`config.mk`:
```
export PLATFORM = sky130hd
export DESIGN_NAME = adder_pipe_addsub
export DESIGN_NICKNAME = d
export VERILOG_FILES = /design/src/rtl/adder_pipe_addsub.sv
export SDC_FILE = /design/constraint.sdc
export NUM_CORES = 1
export LEC_CHECK = 0
export ABC_AREA = 1
export CAP_MARGIN = 15
export CORE_MARGIN = 1
export CORE_UTILIZATION = 58
export DETAILED_ROUTE_END_ITERATION = 6
export PLACE_DENSITY = 0.84
export RECOVER_POWER = 50
export SETUP_SLACK_MARGIN = 0.02
export SYNTH_ARGS = -nofsm -noshare
export SYNTH_HDL_FRONTEND = slang
export SYNTH_SLANG_ARGS = --single-unit
```
`constraint.sdc`:
```
create_clock -name clk -period 4.4 [get_ports clk]
set_input_delay 0.88 -clock clk [delete_from_list [all_inputs] [get_ports clk]]
set_output_delay 0.88 -clock clk [all_outputs]
set_load 0.1 [all_outputs]
```
`src/rtl/adder_pipe_addsub.sv`:
```
// Pipelined add/subtract unit: the carry chain is cut into STAGES chunks with one register stage per chunk.
// A single global advance signal moves the whole pipe, so a stalled output freezes every stage, bubbles included.
module adder_pipe_addsub #(
  parameter int WIDTH  = 16,
  parameter int STAGES = 4
) (
  input  logic             clk,
  input  logic             rst,
  input  logic             in_valid,
  output logic             in_ready,
  input  logic [WIDTH-1:0] a,
  input  logic [WIDTH-1:0] b,
  input  logic             cin,
  input  logic             sub,
  output logic             out_valid,
  input  logic             out_ready,
  output logic [WIDTH-1:0] sum,
  output logic             cout,
  output logic             ovf
);

  localparam int CHUNK = WIDTH / STAGES;

  logic [STAGES-1:0]            valid_q, valid_d;
  logic [STAGES-1:0]            carry_q, carry_d;
  logic [STAGES-1:0][WIDTH-1:0] a_q, a_d;
  logic [STAGES-1:0][WIDTH-1:0] b_q, b_d;
  logic [STAGES-1:0][WIDTH-1:0] sum_q, sum_d;

  logic             adv;
  logic [WIDTH-1:0] b_eff;
  logic [CHUNK:0]   part;

  assign adv      = !valid_q[STAGES-1] || out_ready;
  assign in_ready = adv;

  always_comb begin
    b_eff   = b ^ {WIDTH{sub}};
    valid_d = valid_q;
    carry_d = carry_q;
    a_d     = a_q;
    b_d     = b_q;
    sum_d   = sum_q;

    // Stage 0 captures the operands with B already inverted for subtraction.
    valid_d[0] = in_valid;
    a_d[0]     = a;
    b_d[0]     = b_eff;
    sum_d[0]   = '0;
    part       = {1'b0, a[CHUNK-1:0]} + {1'b0, b_eff[CHUNK-1:0]}
               + {{CHUNK{1'b0}}, sub | cin};
    sum_d[0][CHUNK-1:0] = part[CHUNK-1:0];
    carry_d[0]          = part[CHUNK];

    // Stage k adds chunk k with the carry registered by stage k-1.
    for (int unsigned k = 1; k < STAGES; k++) begin
      valid_d[k] = valid_q[k-1];
      a_d[k]     = a_q[k-1];
      b_d[k]     = b_q[k-1];
      sum_d[k]   = sum_q[k-1];
      part       = {1'b0, a_q[k-1][k*CHUNK +: CHUNK]}
                 + {1'b0, b_q[k-1][k*CHUNK +: CHUNK]}
                 + {{CHUNK{1'b0}}, carry_q[k-1]};
      sum_d[k][k*CHUNK +: CHUNK] = part[CHUNK-1:0];
      carry_d[k]                 = part[CHUNK];
    end
  end

  always_ff @(posedge clk) begin
    if (rst) begin
      valid_q <= '0;
      carry_q <= '0;
      a_q     <= '0;
      b_q     <= '0;
      sum_q   <= '0;
    end else if (adv) begin
      valid_q <= valid_d;
      carry_q <= carry_d;
      a_q     <= a_d;
      b_q     <= b_d;
      sum_q   <= sum_d;
    end
  end

  assign out_valid = valid_q[STAGES-1];
  assign sum       = sum_q[STAGES-1];
  assign cout      = carry_q[STAGES-1];
  assign ovf       = (a_q[STAGES-1][WIDTH-1] == b_q[STAGES-1][WIDTH-1])
                  && (sum_q[STAGES-1][WIDTH-1] != a_q[STAGES-1][WIDTH-1]);

endmodule

```
### After elaboration in Yosys (flattened, before gate mapping)

Index checks and enable logic that the tools add are counted.

* bits in registers: 176
* output and inout port bits: 20

* add/subtract/negate cells: 8
* equal/unequal tests: 2
* bitwise logic cells: 2
* reductions and logical operators: 3

Operators by type and width (number)
* 4-bit by 4-bit adder with 5-bit output: 4
* 5-bit by 1-bit adder with 5-bit output: 4
* 16-bit XOR: 1
* 1-bit equality test: 1
* 1-bit logical AND: 1
* 1-bit zero test: 1
* 1-bit logical OR: 1
* 1-bit != test: 1
* 1-bit OR: 1

### Depth between registers and ports, before layout

* depth in word-level cells: 3
* gate-level depth with buffers: 10

### Least setup slack after synthesis

No wires, ideal clock.

* path type: register -> output
* from: register sum_q, in the netlist sum[15]
* to: output port ovf
* arrival time: 2.688 ns
* setup slack: 0.832 ns
* stages on the path, launching flop included: 5
* path through: dfxtp_1 inv_1 nor2_1 nor2_1 a21oi_1

* longest elaborated chain between the ends: 2

Ends and longest elaborated chain
* start, declared: RTL line 28 `logic [STAGES-1:0][WIDTH-1:0] sum_q, sum_d;`
* start signal, assigned: RTL line 81 `sum_q <= sum_d;`
* 1-bit != test: RTL line 89 `&& (sum_q[STAGES-1][WIDTH-1] != a_q[STAGES-1][WIDTH-1]);`
* 1-bit logical AND: RTL line 89
* end, declared: RTL line 19 `output logic ovf`

Every way passes these cells.

### Worst setup path after layout

* from: input port out_ready
* to: register sum_q, in the netlist sum_d[18]

* longest elaborated chain between the ends: 1

Ends and longest elaborated chain
* start, declared: RTL line 16 `input logic out_ready,`
* 1-bit logical OR: RTL line 34 `assign adv = !valid_q[STAGES-1] || out_ready;`

Every way passes these cells.
A chain may end at the register's enable or synchronous reset.

==> impl_metrics.yaml <==
run_status:
  outcome: "finished, violations left"
  violations: "capacitance limit, slew limit"
synth:
  syn_nets: 564
  synth_area_per_cell_um2: 8.083
  ys_seq_area_share_pct: 47.97
  synth-edff-count: 0
  synth.most_common_cell: "nor2_1"
  synth_common_cells: "140 x nor2_1, 99 x o21ai_0, 98 x dfxtp_1"
  synth.largest_area_cell: "dfxtp_1"
  synthCells: 506
  synth_cell_type_count: 25
  async_flop_share_pct: 0
  ys.flop_type: "dfxtp_1"
  synth_top_area_share_pct: 47.97
  synth_area_leaders: "dfxtp_1 48%, nor2_1 13%, o21ai_0 12%, fa_1 3.9%, a21oi_1 3.7%"
  yosysWarningCount: 0
  synth_area_um2: 4090
  ys_seq_elements: 98
global_route:
  grt_pass1_vias: 3164
  grt_first_pass_wirelength_mm: 13.54
  grt_use_total_pct: 23.10
  grt_antenna_before_repair: 0
  grt-ovfl-total: 0
  grt_max_degree: 117
routing:
  drc: 0
  num_vias: 3340
  vias_per_cell: 5.170
  wirelength_mm: 7.888
  drtAntennaViolNets: 0
  first_iter_violations: 217
  firstDrtPassIters: 4
  wl_per_cell_um: 12.21
layout:
  fillers: 567
  diodes: 0
  fin_util_pct: 70.50
  drive_above_1_share_pct: 4.000
  syn_to_final_growth_pct: 17.10
  multiInputGateArea_um2: 1826
  final_nets: 603
  register_area_um2: 1962
  final_cells: 646
power:
  power-per-cell-area_nw_per_um2: 389.3
  peakVddDrop_mv: 0.2322
  cellLeakagePower_uw: 0.001942
cts:
  cts_sinks: 98
  ctsResizeCount: 0
  clockBufferDepth: 2
  hold_buffers: 0
  cts_root_buf: "clkbuf_8"
  path_clk_slew_ps: 100
  cts_tree: "done"
  clk-insertion-delay-late_ps: 370
  post-cts-setup-buffer-count: 0
  h-tree-depth: 3
  cts_buffers: 9
floorplan:
  ioPinCount: 58
  start_util_pct: 60.20
  die-area_um2: 7392
  core_um2: 6794
  die_w_um: 85.98
  die_y_um: 85.98
  rows: 30
setup_path:
  rrSetupSlack_ps: 1890
  required_ps: 4690
  critPathMaxFanout: 116
  crit_start: "out_ready"
  rr_startpoint: "valid_q[3]"
  setup.worst_path.end_class: "register"
  worst_r2r_path_depth: 4
  critPathKind: "in2reg"
  crit_arrival_ps: 3560
  crit_path_start_kind: "input pin"
  r2r-end: "sum_d[18]"
timing:
  tns_ps: 0
  max_freq_mhz: 305.8
  rsz0062_at_grt: "no"
  setup_viol: 0
  fin_skew_ps: 9.998
  period_share_pct: 74.33
  relSlewSlack_pct: -28.09
  post-route-min-period_ps: 3271
  drv_slew: 202
  hold_slack_ps: 465.4
  hold_viol_final: 0
  tightest_slew_ps: 1919
placement:
  io_buffers: 57
  place_congestion: 0.7607
  dp.cells: 630
  post-dp-hpwl_mm: 4.753
min_path:
  hold_path.startpoint: "valid_q[2]"
  hold_path_class: "reg2reg"
  hold_end: "valid_q[2]"
  hold_path_depth: 2
job:
  cap_violations: 2
[sequential cells by signal (all words and copies together) (netlist names)]
| signal | flops |
|---|---|
| a_d | 24 |
| sum | 16 |
| valid_q | 4 |
| b_d | 24 |
| a_q | 1 |
| b_q | 1 |
| carry_q | 4 |
| sum_d | 24 |
[critical path, stage by stage]
cell	delay, ps
dlygate4sd3_1	530
clkinv_1	60
nand2_1	210
clkbuf_2	1340
o21ai_0	250
a21oi_1	230
[placed cells by master (no fill, tap or decap), drive strengths merged]
cell,count
buf,3
nand2,21
xor2,6
o21a,2
inv,32
nand3,10
or2,4
a31oi,3
nand3b,1
o21ai,99
dfxtp,98
a21oi,30
xnor2,11
fa,8
dlygate4sd3,2
clkbuf,11
clkdlybuf4s50,54
nor2,140
ha,12
clkinv,3
[kinds of logic after synthesis]
logic type / share of synthesized area, %
xor gates and xnor gates: 3.640
DFF: 47.97
and+or+nand+nor: 16.98
buffers and inverters: 7.219
adders and majority gates: 7.586
AOI/OAI and AO/OA: 16.61
[area by class of cell]
class,count,area share [%]
multi-input cells,347,38.11
well taps,96,2.508
clock buffers,10,2.665
inverters,29,2.325
clock inverters,6,1.149
flip-flops and latches,98,40.96
repair buffers,60,12.28
[power by group]
| part | switching (µW) | total (µW) | leakage [µW] | internal [µW] |
|---|---|---|---|---|
| clock | 331 | 548 | 0.0000938 | 218 |
| sequential | 34.2 | 988 | 0.000807 | 954 |
| combinational | 201 | 328 | 0.00104 | 127 |
| total | 566 | 1860 | 0.00194 | 1300 |
[per-layer routing]
| metal | track usage, % | wire length, µm |
|---|---|---|
| met1 | 29.47 | 3832 |
| met2 | 37.81 | 3644 |
| met3 | 4.812 | 248 |
| met4 | 10.30 | 163 |
| met5 | 0 | 0 |
[metrics by stage]
stage          total power [µW]  cell area (µm²)  worst slack [ps]
3_3_place_gp               1321             4617              1361
5_1_grt                    1959             4790             831.2
4_1_cts                    1875             4800              1263
3_5_place_dp               1331             4617              1318
6_report                   1865             4790              1129
2_1_floorplan              1240             4090             831.8
[how the worst max path moves through the flow]
stage                             to  slack, ps  depth (start not counted)
after CTS                        ovf       1260                          5
final                      sum_d[18]       1130                          6
after floorplan                  ovf        830                          4
after global placement    carry_q[0]       1360                          8
after global routing         b_d[30]        830                          6
after detailed placement  carry_q[0]       1320                          8
(Power assumes the default switching activity.)
